## config.mk

```make
export PLATFORM = sky130hd
export DESIGN_NAME = bram_sp_arbiter
export DESIGN_NICKNAME = d
export VERILOG_FILES = /design/src/rtl/bram_arb_pkg.sv /design/src/rtl/rr_grant2.sv /design/src/rtl/bram_sp_arbiter.sv
export SDC_FILE = /design/constraint.sdc
export NUM_CORES = 1
export LEC_CHECK = 0
export BUFFER_PORTS_ARGS = -buffer_cell sky130_fd_sc_hd__buf_2
export CAP_MARGIN = 20
export CORE_AREA = 10 10 203 205
export CTS_BUF_LIST = sky130_fd_sc_hd__clkbuf_8
export CTS_CLUSTER_SIZE = 12
export DETAILED_ROUTE_END_ITERATION = 8
export DIE_AREA = 0 0 213 215
export HOLD_SLACK_MARGIN = 0.12
export PLACE_DENSITY = 0.37
export REMOVE_ABC_BUFFERS = 1
export SKIP_CTS_REPAIR_TIMING = 1
export SYNTH_ARGS = -nofsm -noshare
export SYNTH_HDL_FRONTEND = slang
export SYNTH_SLANG_ARGS = --single-unit
export TNS_END_PERCENT = 50
```

## constraint.sdc

```tcl
create_clock -name clk_i -period 4.4 [get_ports clk_i]
set_input_delay 1.1 -clock clk_i [delete_from_list [all_inputs] [get_ports clk_i]]
set_output_delay 1.1 -clock clk_i [all_outputs]
set_load 0.02 [all_outputs]
```

## src/rtl/bram_arb_pkg.sv

```systemverilog
// Shared types and widths for the two-requester single-port BRAM arbiter.
package bram_arb_pkg;

    typedef enum logic [1:0] {
        OWN_NONE = 2'd0,
        OWN_R0   = 2'd1,
        OWN_R1   = 2'd2
    } owner_e;

    localparam int STROBE_W = 8;
    localparam int CNT_W    = 4;

endpackage

```

## src/rtl/rr_grant2.sv

```systemverilog
// Combinational 2-way round-robin grant with a bounded burst per owner.
module rr_grant2
    import bram_arb_pkg::*;
#(
    parameter int MAX_BURST = 4
) (
    input  logic [1:0]       valid_i,
    input  owner_e           owner_i,
    input  logic [CNT_W-1:0] cnt_i,
    input  logic             last_i,
    output logic [1:0]       grant_o
);

    logic burst_left;

    assign burst_left = (cnt_i < CNT_W'(MAX_BURST));

    always_comb begin
        grant_o = 2'b00;
        case (valid_i)
            2'b01: grant_o = 2'b01;
            2'b10: grant_o = 2'b10;
            2'b11: begin
                case (owner_i)
                    OWN_R0:  grant_o = burst_left ? 2'b01 : 2'b10;
                    OWN_R1:  grant_o = burst_left ? 2'b10 : 2'b01;
                    // Idle contention goes to whoever was not served last.
                    default: grant_o = last_i ? 2'b01 : 2'b10;
                endcase
            end
            default: grant_o = 2'b00;
        endcase
    end

endmodule

```

## src/rtl/bram_sp_arbiter.sv

```systemverilog
// Shares one single-port BRAM between two valid/ready requesters with bounded round-robin.
module bram_sp_arbiter
    import bram_arb_pkg::*;
#(
    parameter int BRAM_DATA_WIDTH = 80,
    parameter int BRAM_ADDR_WIDTH = 8,
    parameter int MAX_BURST       = 4
) (
    input  logic                       clk_i,
    input  logic                       rst_i,

    input  logic                       r0_valid_i,
    output logic                       r0_ready_o,
    input  logic                       r0_we_i,
    input  logic [STROBE_W-1:0]        r0_strobe_i,
    input  logic [BRAM_ADDR_WIDTH-1:0] r0_addr_i,
    input  logic [BRAM_DATA_WIDTH-1:0] r0_wdata_i,
    output logic                       r0_rvalid_o,
    output logic [BRAM_DATA_WIDTH-1:0] r0_rdata_o,

    input  logic                       r1_valid_i,
    output logic                       r1_ready_o,
    input  logic                       r1_we_i,
    input  logic [STROBE_W-1:0]        r1_strobe_i,
    input  logic [BRAM_ADDR_WIDTH-1:0] r1_addr_i,
    input  logic [BRAM_DATA_WIDTH-1:0] r1_wdata_i,
    output logic                       r1_rvalid_o,
    output logic [BRAM_DATA_WIDTH-1:0] r1_rdata_o,

    output logic                       bram_we_o,
    output logic [STROBE_W-1:0]        bram_write_strobe_o,
    output logic [BRAM_ADDR_WIDTH-1:0] bram_addr_o,
    output logic [BRAM_DATA_WIDTH-1:0] bram_din_o,
    input  logic [BRAM_DATA_WIDTH-1:0] bram_dout_i
);

    owner_e           owner_q, owner_d;
    logic             last_q, last_d;
    logic [CNT_W-1:0] cnt_q, cnt_d;
    logic [1:0]       rvalid_q, rvalid_d;
    logic [1:0]       grant_raw, grant;
    owner_e           grant_owner;

    rr_grant2 #(.MAX_BURST(MAX_BURST)) u_grant (
        .valid_i ({r1_valid_i, r0_valid_i}),
        .owner_i (owner_q),
        .cnt_i   (cnt_q),
        .last_i  (last_q),
        .grant_o (grant_raw)
    );

    // Nothing is accepted while reset is held.
    assign grant      = rst_i ? 2'b00 : grant_raw;
    assign r0_ready_o = grant[0];
    assign r1_ready_o = grant[1];

    always_comb begin
        bram_we_o           = 1'b0;
        bram_write_strobe_o = '0;
        bram_addr_o         = r0_addr_i;
        bram_din_o          = r0_wdata_i;
        if (grant[1]) begin
            bram_we_o           = r1_we_i;
            bram_write_strobe_o = r1_strobe_i;
            bram_addr_o         = r1_addr_i;
            bram_din_o          = r1_wdata_i;
        end else if (grant[0]) begin
            bram_we_o           = r0_we_i;
            bram_write_strobe_o = r0_strobe_i;
        end
    end

    always_comb begin
        owner_d     = OWN_NONE;
        cnt_d       = '0;
        last_d      = last_q;
        grant_owner = grant[1] ? OWN_R1 : OWN_R0;
        rvalid_d    = grant & ~{r1_we_i, r0_we_i};
        if (grant != 2'b00) begin
            owner_d = grant_owner;
            last_d  = grant[1];
            if (owner_q == grant_owner)
                cnt_d = (cnt_q == '1) ? cnt_q : cnt_q + 1'b1;
            else
                cnt_d = CNT_W'(1);
        end
    end

    always_ff @(posedge clk_i or posedge rst_i) begin
        if (rst_i) begin
            owner_q  <= OWN_NONE;
            last_q   <= 1'b1;
            cnt_q    <= '0;
            rvalid_q <= '0;
        end else begin
            owner_q  <= owner_d;
            last_q   <= last_d;
            cnt_q    <= cnt_d;
            rvalid_q <= rvalid_d;
        end
    end

    assign r0_rvalid_o = rvalid_q[0];
    assign r1_rvalid_o = rvalid_q[1];
    assign r0_rdata_o  = bram_dout_i;
    assign r1_rdata_o  = bram_dout_i;

endmodule

```

[Word level (Yosys, flattened, before mapping)]
Index checks and enable logic that the tools add are counted.
Widths: inputs -> output; s select.
Word-level totals
  register bits after elaboration: 9
  input bits: 278
  output and inout port bits: 261
  logic and storage cells: 34
Cells by class
  add/sub/neg operators: 1
  order comparisons: 1
  eq/ne operators: 8
  muxes and demuxes: 17
  bitwise gates (word level): 2
  reductions and logical operators: 1
Operators by type and width (number)
  $mux 80: 1
  $mux 8: 3
  $mux 2: 6
  $mux 4: 3
  $eq 2x2->1 const B: 3
  $pmux 2 s3: 1
  $add 4x1->4 const B: 1
  $eq 2x1->1 const B: 2
  $eq 4x4->1 const B: 1
  $lt 4x3->1 const B: 1
  $pmux 2 s2: 1
  $ne 3x3->1 const B: 1
  $and 2x2->2: 1
  $eq 2x2->1: 1
  $mux 1: 2
  $not 2->2: 1
  $reduce_bool 2->1: 1

[Logic depth before layout (Yosys ltp)]
Gate-level depths: netlist of the first run.
  depth after elaboration: 9
  gate-level depth with buffers: 9
  gate-level depth less buffers: 7

[By module]
Synthesis of the first run repeated with hierarchy kept, for this count alone.
Unflattened totals
  cell total of the unflattened synthesis: 507
  area, all modules: 2904.0 µm²
Modules (own cells, without submodules)
  bram_sp_arbiter: instances 1, cells an instance 493, area an instance 2795.2 µm², sequential area each 226.5 µm²
  rr_grant2: instances 1, cells an instance 14, area an instance 108.9 µm², sequential area each 0.0 µm²

[Worst setup path after synthesis of the first run]
Ideal clock, no wire load.
  path kind: input port to output port
  from: input port rst_i
  to: output port bram_we_o
  arrival time: 2.476 ns
  slack: 0.824 ns
  cell stages on the path: 6
  path through: inv_1 nand2_1 a311oi_4 and2b_1 buf_4 a22o_1
Between the ends
  cells in the longest elaborated chain, start to end: 3
RTL lines
  from (decl): line bram_sp_arbiter.sv:10  | input logic rst_i,
  $mux 2: line bram_sp_arbiter.sv:53  | assign grant = rst_i ? 2'b00 : grant_raw;
  via r0_ready_o: line bram_sp_arbiter.sv:13  | output logic r0_ready_o,
  $mux 1: line bram_sp_arbiter.sv:67  | end else if (grant[0]) begin
  $mux 1: line bram_sp_arbiter.sv:62  | if (grant[1]) begin
  to (decl): line bram_sp_arbiter.sv:30  | output logic bram_we_o,
The timed path passes the listed nets, and every way through them passes these cells.

[Final worst setup path of the first run]
  from: input port r1_valid_i
  to: output port bram_addr_o[0]
Between the ends
  cells in the longest elaborated chain, start to end: 4
  elaborated cells on any way between the ends: 6
  those cells by class: 3 x eq/ne; 3 x mux
RTL lines
  from (decl): line bram_sp_arbiter.sv:21  | input logic r1_valid_i,
  $eq 2x2->1 or $eq 2x1->1 (tied branches): line rr_grant2.sv:20  | case (valid_i)
  $pmux 2 s3 *: line rr_grant2.sv:20
  $mux 2 *: line bram_sp_arbiter.sv:53
  $mux 8 *: line bram_sp_arbiter.sv:62
  to (decl): line bram_sp_arbiter.sv:32  | output logic [BRAM_ADDR_WIDTH-1:0] bram_addr_o,
Mark *: on every way between the ends. The rest lies on a longest branch, timed or not.

==> flow_summary_export.csv, run 1 <==
group,metric,value,unit
outcome,status,"completed",
sta,setup_viol,0,
global_route,grt_pass1_wl,35.3,mm
die,rows,71,
pwr,p_int,0.516,mW
drt,drt_iter0_drc,118,
drt,vias_per_cell,3.20,
place,io_buffers,298,
pwr,p_clk_share,10.1,%
layout,synthToLayoutAreaGrowth,23.4,%
drt,detail-route-antenna-nets,0,
sta,tightest_slew,438,ps
place,place_area,4090,µm²
worst_setup_path,critPathMaxFanout,41,
synthesis,synth_edf_count,0,
die,dieArea,45800,µm²
die,coreArea,37200,µm²
synthesis,yosysUniqueCellTypes,32,
sta,fin_crit_sh,88.4,%
sta,fin_crit,3890,ps
drt,routed-via-count,2982,
global_route,antenna_found_initial,9,
worst_setup_path,endpoint_kind,"output port",
die,die_y,215,µm
pwr,comb_power_share,79.1,%
sta,clock.fmax,0.257,GHz
sta,hold_viol_final,0,
pwr,power.density,228,nW/µm²
worst_setup_path,critPathKind,"primary input to output port",
sta,relSlewSlack,70.8,%
drt,wl,28.8,mm
worst_setup_path,path_depth,7,
place,dp_cells,924,
synthesis,avgSynthCellArea,10.5,µm²
sta,drv_slew,0,
synthesis,synth_area,3360,µm²
drt,first_pass_iters,4,
pwr,seq_power_share,10.8,%
layout,nets,736,
pwr,switchingPower,0.427,mW
worst_setup_path,worstSetupStartpointType,"primary input",
worst_setup_path,slowest_delay,330,ps
worst_setup_path,critical_path.cell_chain,"buf_2 -> nor2b_1 -> nand2b_1 -> nand2_8 -> buf_12 -> mux2_4 -> buf_2",
run,cap_viol_max_count,0,
layout,mostFrequentLayoutCell,"buf_2",
worst_setup_path,cp_data_required_time,3300,ps
cts,clkTransAtPathRegs,50,ps
cts,clock_latency,230,ps
cts,clock_sinks,9,
place,hpwl,26.2,mm
place,gp_congestion,0.771,
pwr,p_sw_share,45.3,%
synthesis,synth_warnings,0,
worst_hold_path,hold_depth,2,
synthesis,synth_seq_cells,9,
global_route,grt_pass1_vias,3360,
worst_setup_path,worst_path_max_delay_cell,"mux2_4",
global_route,gr-usage-all-layers,11.7,%
pwr,leakage,2.16,nW
layout,final_cell_mix,"buf_2, mux2_4, a22o_1",
die,initial_utilization,9.03,%
synthesis,ys_async_sr_fraction,100,%
worst_hold_path,min_from,"cnt_q[1]",
worst_setup_path,rr_worst_depth,7,
sta,tns,0,ps
synthesis,synthFlopType,"dfrtp_1",
cts,htreeDepth,1,
global_route,grt.overflow.total,0,
pwr,ir_worst_vdd,0.0946,mV
cts,clockBufferDepth,2,
sta,worst_clock_skew,4.68,ps
worst_hold_path,hold_class,"register to register",
worst_setup_path,crit_buf_inv,3,
cts,cts_tree,"yes",
cts,cts-root-buf,"clkbuf_8",
layout,drive_gt1_share,88.3,%
die,die_w,213,µm
worst_setup_path,cp-startpoint,"r1_valid_i",
synthesis,yosysSeqAreaShare,6.74,%
layout,final_cells,932,
sta,rsz0062_at_grt,"false",
worst_setup_path,cp_top_family,"simple AND/OR/NAND/NOR gates",
worst_setup_path,critPathArrivalTime,2790,ps
synthesis,synth_cells,320,
layout,fin_area,4150,µm²
cts,numCtsBuffers,3,
drt,drc,0,
die,io_pins,539,
global_route,grt_max_degree,42,
drt,wl_per_cell,30.9,µm
worst_setup_path,crit_path_frequent_cell,"buf_2",
worst_setup_path,r2r_start,"owner_q[0]",
-- Yosys cell counts (2+ instances only) --
library cell	n	share of area, %
nand2_1	3	0.34
mux2_4	88	39
inv_1	4	0.45
buf_4	161	36
nor3_1	2	0.30
nor2b_1	2	0.37
nor2_1	5	0.56
nand3_1	2	0.30
nor3b_1	3	0.67
a21oi_1	2	0.30
ha_1	3	1.1
buf_12	10	6.0
dfrtp_1	8	6.0
a22o_1	9	2.3
-- cells by family after synthesis --
kind of cell | Yosys count | share of synthesized area [%]
buffers and inverters | 177 | 42.9
multiplexers | 89 | 39.6
AND/OR/NAND/NOR | 21 | 3.65
AO/OA/AOI/OAI | 20 | 5.74
flip-flops | 9 | 6.74
adder cells (fa/ha/maj) | 3 | 1.12
XOR/XNOR | 1 | 0.261
-- power by group through the flow --
stage | registers, mW | logic, mW | clock network, mW
detailed placement | 0.103 | 0.757 | 0
floorplan | 0.103 | 0.493 | 0
CTS | 0.102 | 0.760 | 0.0990
finish | 0.102 | 0.746 | 0.0958
global route | 0.103 | 0.793 | 0.103
global placement | 0.103 | 0.756 | 0
-- worst reg2reg max path, stage by stage, from the launching register on --
cell	delay, ps
dfrtp_1	380
inv_1	70
ha_1	420
and4bb_2	290
a311oi_4	270
buf_4	210
a41oi_1	200
nor3_1	240
-- state kept, by name, summed over array words and instances (netlist names) --
register / flops
owner_q: 2
last_q: 1
cnt_q: 4
rvalid_q: 2
-- layout make-up --
class	instances	area [µm²]
antenna	4	10.0
clock buffer	3	41.3
clock inverter	1	5.00
fill	4291	33100
inverter	4	15.0
multi-input combinational	134	1700
sequential	9	226
tap	474	593
timing repair buffer	303	1550
-- per-layer routing --
metal / part of all wire, % / GRT usage (%) / vias up / wire, µm
li1: - / - / 1199 / -
met1: 36 / 11.6 / 1301 / 10300
met2: 35 / 13.7 / 446 / 9980
met3: 28 / 16.2 / 22 / 8000
met4: 0.46 / 0.571 / 14 / 133
met5: 1.4 / 8.56 / - / 415
-- worst paths after layout --
kind | slack (ps) | to
max | 510 | bram_addr_o[0]
min | 580 | cnt_q[1]
max reg2reg | 2230 | cnt_q[2]
min reg2reg | 580 | cnt_q[1]
max in group asynchronous | 3310 | last_q
min in group asynchronous | 870 | rvalid_q[0]
-- through the flow --
| stage | worst slack (ps) | utilization (%) | power (mW) | hold WS [ps] |
|---|---|---|---|---|
| 2_1_floorplan | 61.5 | - | 0.596 | 525 |
| 3_3_place_gp | 513 | 11.0 | 0.859 | 566 |
| 3_5_place_dp | 473 | 11.0 | 0.860 | 573 |
| 4_1_cts | 464 | 11.1 | 0.961 | 582 |
| 5_1_grt | 380 | 11.1 | 0.998 | 601 |
| 6_report | 510 | 11.1 | 0.944 | 579 |
Power figures use the tool's default switching activity.
==> inputs of run 2 (changes only) <==
CELL_PAD_IN_SITES_DETAIL_PLACEMENT = 1   (was default)
CELL_PAD_IN_SITES_GLOBAL_PLACEMENT = 1   (was default)
CORE_AREA = 10 10 201 203   (was 10 10 203 205)
CTS_CLUSTER_SIZE = default   (was 12)
DIE_AREA = 0 0 211 213   (was 0 0 213 215)
PLACE_DENSITY = 0.52   (was 0.37)
==> run 2 against run 1 <==
  * Critical endpoint is now bram_din_o[26]
  * Critical path type unchanged
  * Hold slack worse by 8.7 ps
  * Global-route usage increased by 0.60 points
  * Sequential share of layout area is 0.11 points lower
  * Flip-flop and latch count unchanged
  * Clock skew decreased by 0.85 ps
  * Cell count is 0.75% higher
  * Highest routed layer unchanged
==> flow_summary_export.csv, run 2 (synthesis results as in run 1) <==
group,metric,value,unit
outcome,status,"completed",
place,dp_cells,928,
drt,routed-wl-met2,10.0,mm
die,rows,70,
layout,post-route-util,11.7,%
place,hpwl,26.4,mm
global_route,gr-usage-all-layers,12.3,%
global_route,grt_pass1_wl,37.0,mm
pwr,leakage,2.22,nW
drt,detail-route-antenna-nets,0,
layout,synthToLayoutAreaGrowth,26.0,%
layout,final_cells,939,
layout,multi_input_area,1700,µm²
sta,fin_crit_sh,91.2,%
die,die_w,211,µm
sta,postLayoutSetupSlackWorst,386,ps
cts,clock_latency,230,ps
worst_setup_path,critical_path.cell_chain,"buf_2 -> nor2b_1 -> nand2b_1 -> nand2_8 -> buf_12 -> mux2_4 -> buf_2",
cts,clock_sinks,9,
pwr,power.density,230,nW/µm²
drt,routed-via-count,3164,
worst_setup_path,endpoint_kind,"output port",
layout,largest_register_ffs,4,
worst_setup_path,critPathArrivalTime,2910,ps
sta,clock.fmax,0.249,GHz
die,io_pins,539,
sta,fin_crit,4010,ps
cts,cts-root-buf,"clkbuf_8",
layout,fillCellCount,4437,
run,cap_viol_max_count,0,
die,die_y,213,µm
cts,clockBufferDepth,2,
sta,worst_clock_skew,3.83,ps
layout,final_cell_mix,"buf_2, mux2_4, buf_4",
layout,drive_gt1_share,88.4,%
sta,rsz0062_at_grt,"false",
sta,tightest_slew,481,ps
layout,regMostFlops,"cnt_q",
worst_setup_path,slowest_delay,330,ps
die,initial_utilization,9.27,%
worst_setup_path,worstSetupStartpointType,"primary input",
global_route,grt_pass1_vias,3632,
worst_hold_path,hold_class,"register to register",
cts,cts_tree,"yes",
drt,drt_iter0_drc,131,
sta,setup_viol,0,
place,place_area,4170,µm²
drt,wl,29.6,mm
drt,drc,0,
layout,nets,746,
global_route,antenna_found_initial,13,
place,gp_congestion,0.716,
cts,htreeDepth,1,
drt,first_pass_iters,4,
drt,wl_met3,7.45,mm
sta,hold_viol_final,0,
place,io_buffers,298,
sta,drv_slew,0,
worst_setup_path,cp_data_required_time,3300,ps
sta,relSlewSlack,67.8,%
pwr,fin_total_pwr,0.973,mW
global_route,grt.overflow.total,0,
drt,vias_per_cell,3.37,
global_route,grt_max_degree,39,
worst_setup_path,critPathMaxFanout,38,
worst_setup_path,critPathKind,"primary input to output port",
drt,routed.top_layer,"met5",
drt,wl_per_cell,31.5,µm
worst_setup_path,worst_path_max_delay_cell,"mux2_4",
layout,reg.largest.list,"cnt_q (4), owner_q (2), rvalid_q (2)",
layout,fin_area,4230,µm²
pwr,ir_worst_vdd,0.0651,mV
layout,seq_area,226,µm²
place,place_worst_setup_slack,359,ps
die,coreArea,36300,µm²
cts,numCtsBuffers,3,
sta,whs,570,ps
layout,mostFrequentLayoutCell,"buf_2",
sta,tns,0,ps
die,dieArea,44900,µm²
drt,routedLengthMet1,11.4,mm
worst_setup_path,crit_path_frequent_cell,"buf_2",
cts,clkTransAtPathRegs,50,ps
run 2: critical path: cells and delay by family:
| family | cells | cell delay [ps] |
|---|---|---|
| buf+inv | 3 | 590 |
| mux | 1 | 330 |
| simple gates | 3 | 820 |
run 2: area by class of cell:
class | count | share of cell area, %
multi-input cells | 134 | 40.2
repair buffers | 313 | 38.8
well taps | 468 | 13.8
flip-flops and latches | 9 | 5.35
clock buffers | 3 | 0.975
diodes | 7 | 0.414
inverters | 4 | 0.355
clock inverters | 1 | 0.0887
run 2: power by group:
group	internal, mW	switching [mW]
Combinational	0.379	0.398
Clock	0.0608	0.0325
Sequential	0.0948	0.00754
run 2: path summary, 6_finish.rpt:
| check | startpoint | to | slack, ps | cells after the start |
|---|---|---|---|---|
| max | r1_valid_i | bram_din_o[26] | 390 | 7 |
| min | last_q | last_q | 570 | 2 |
| max reg2reg | owner_q[0] | cnt_q[0] | 1930 | 9 |
| min reg2reg | last_q | last_q | 570 | 2 |
| max in group asynchronous | rst_i | last_q | 3310 | 3 |
| min in group asynchronous | rst_i | rvalid_q[0] | 870 | 3 |
run 2: layer usage:
| metal | vias to the layer above | global-route usage (%) |
|---|---|---|
| met5 | - | 10.7 |
| met4 | 24 | 1.07 |
| met3 | 33 | 15.4 |
| met2 | 476 | 14.1 |
| met1 | 1409 | 13.1 |
| li1 | 1222 | - |
==> inputs of run 3 (changes only) <==
CORE_AREA = 10 10 204 206   (was 10 10 201 203)
DIE_AREA = 0 0 214 216   (was 0 0 211 213)
PLACE_DENSITY = 0.54   (was 0.52)
SYNTH_HIERARCHICAL = 1   (was default)
==> run 3 against run 2 <==
  * Synthesized cell count rose by 58%
  * Flip-flop and latch count did not move
  * Sequential share of layout area rose by 0.56 points
  * Cell count rose by 22%
  * Clock-buffer cell count did not move
  * Non-clock buffer count fell by 12
  * Core utilization fell by 1.4 points
  * Total power fell by 23%
  * Fmax rose by 2.3%
  * Via count rose by 24%
  * Clock skew fell by 2.2 ps
  * First-iteration DRC count rose by 18%
  * Largest power group unchanged
==> flow_summary_export.csv, run 3 <==
group,metric,value,unit
synthesis,yosysSeqAreaShare,7.80,%
worst_hold_path,hold_depth,2,
die,die_y,216,µm
worst_hold_path,hold_class,"register to register",
sta,drv_slew,0,
layout,seq_area,226,µm²
die,die_w,214,µm
synthesis,ys_async_sr_fraction,100,%
global_route,antenna_found_initial,14,
worst_setup_path,r2r_slack,2080,ps
die,rows,71,
worst_setup_path,worst_r2r_endpoint,"cnt_q[1]",
synthesis,yosysUniqueCellTypes,29,
global_route,grt.overflow.total,0,
worst_hold_path,min_from,"last_q",
synthesis,synth_seq_cells,9,
place,hpwl,29.2,mm
sta,clock.fmax,0.255,GHz
synthesis,synth_top_area_share,41.9,%
worst_setup_path,rr_worst_depth,8,
worst_setup_path,r2r_start,"owner_q[0]",
cts,htreeDepth,1,
run,cap_viol_max_count,0,
drt,first_pass_iters,4,
global_route,grt_max_degree,93,
synthesis,synth.most_common_cell,"nand2_1",
global_route,grt_pass1_wl,41.2,mm
sta,fin_crit,3920,ps
worst_hold_path,hold_path_end,"last_q",
drt,drt_iter0_drc,154,
layout,synthToLayoutAreaGrowth,31.9,%
drt,detail-route-antenna-nets,0,
synthesis,avgSynthCellArea,5.73,µm²
outcome,status,"completed",
place,gp_congestion,0.872,
pwr,leakage,2.28,nW
sta,hold_viol_final,0,
layout,fin_area,3830,µm²
sta,tns,0,ps
place,place_area,3770,µm²
layout,multi_input_area,1360,µm²
global_route,gr-usage-all-layers,13.1,%
layout,nets,914,
sta,postLayoutSetupSlackWorst,476,ps
worst_setup_path,cp_data_required_time,3300,ps
sta,worst_clock_skew,1.61,ps
drt,routed-wl-met2,11.2,mm
synthesis,ys_top_cells_by_area,"buf_4, nand2_1, dfrtp_1",
sta,relSlewSlack,60.4,%
layout,regMostFlops,"cnt_q",
die,coreArea,37400,µm²
sta,fin_crit_sh,89.2,%
drt,drc,0,
worst_setup_path,critPathArrivalTime,2820,ps
synthesis,synth_top_cell_by_area,"buf_4",
global_route,grt_pass1_vias,4202,
layout,mostFrequentLayoutCell,"buf_2",
die,dieArea,46200,µm²
sta,setup_viol,0,
layout,final_cell_mix,"buf_2, nand2_1, a22o_1",
sta,rsz0062_at_grt,"false",
synthesis,synthFlopType,"dfrtp_1",
synthesis,ys_top_cells_by_count,"nand2_1, buf_4, buf_2",
synthesis,synth_cells,507,
place,place_worst_setup_slack,519,ps
die,initial_utilization,7.76,%
pwr,power.density,197,nW/µm²
cts,cts-root-buf,"clkbuf_8",
synthesis,synth_warnings,6,
drt,vias_per_cell,3.40,
drt,routed.top_layer,"met5",
cts,clockBufferDepth,2,
drt,wl,32.5,mm
synthesis,synth_area,2900,µm²
place,io_buffers,298,
cts,cts_tree,"yes",
worst_setup_path,critPathMaxFanout,92,
drt,routed-via-count,3908,
pwr,ir_worst_vdd,0.0628,mV
cts,clkTransAtPathRegs,50,ps
sta,whs,472,ps
layout,reg.largest.list,"cnt_q (4), owner_q (2), rvalid_q (2)",
cts,numCtsBuffers,3,
layout,fillCellCount,4716,
drt,wl_met3,8.69,mm
drt,wl_per_cell,28.3,µm
cts,clock_sinks,9,
layout,drive_gt1_share,49.1,%
cts,clock_latency,240,ps
drt,routedLengthMet1,11.8,mm
sta,tightest_slew,594,ps
worst_setup_path,endpoint_kind,"output port",
place,dp_cells,1139,
worst_setup_path,worstSetupStartpointType,"primary input",
layout,largest_register_ffs,4,
die,io_pins,539,
synthesis,synth_edf_count,0,
worst_setup_path,critPathKind,"primary input to output port",
layout,final_cells,1148,
run 3: layer usage:
layer	vias up	global-route usage [%]
met1	1706	13.3
met4	26	0.571
li1	1644	-
met5	-	9.44
met2	497	15.8
met3	35	16.9
run 3: metrics by stage:
stage | utilization, % | power [mW]
after global routing | 10.2 | 0.816
after global placement | 10.1 | 0.662
final | 10.2 | 0.754
after detailed placement | 10.1 | 0.668
after floorplan | - | 0.397
after CTS | 10.2 | 0.772
run 3: area by class of cell:
| class | count | share of cell area [%] |
|---|---|---|
| clock inverter | 1 | 0.131 |
| antenna | 5 | 0.327 |
| sequential | 9 | 5.91 |
| tap | 511 | 16.7 |
| clock buffer | 3 | 1.08 |
| multi-input combinational | 312 | 35.4 |
| inverter | 6 | 0.621 |
| timing repair buffer | 301 | 39.8 |
run 3: worst max-delay path: stages:
cell      delay, ps
buf_2           110
nand2b_1         50
o311a_1         390
nand2b_4        130
buf_12          250
nand2_1         260
nand2_1         130
buf_2           180
run 3: how the worst max path moves through the flow:
stage / from / to / slack [ps] / cells after the start
6_report: r0_valid_i / bram_din_o[66] / 480 / 8
5_1_grt: owner_q[0] / bram_din_o[49] / 390 / 9
4_1_cts: r0_valid_i / bram_din_o[49] / 520 / 8
3_5_place_dp: r0_valid_i / bram_din_o[49] / 520 / 8
3_3_place_gp: r0_valid_i / bram_din_o[49] / 520 / 8
2_1_floorplan: r0_valid_i / bram_we_o / -1460 / 5
run 3: logic make-up after synthesis:
kind of cell | count (synthesis) | synth area share (%)
AOI/OAI and AO/OA | 19 | 5.60
DFF | 9 | 7.80
adders and majority gates | 3 | 1.29
and+or+nand+nor | 288 | 38.9
buffers and inverters | 186 | 45.8
xor gates and xnor gates | 2 | 0.603
run 3: power by group:
| part | leakage [nW] | internal, mW | switching (mW) |
|---|---|---|---|
| clock | 0.0255 | 0.0621 | 0.0373 |
| sequential | 0.119 | 0.0919 | 0.00735 |
| combinational | 2.14 | 0.200 | 0.355 |
| total | 2.28 | 0.354 | 0.400 |
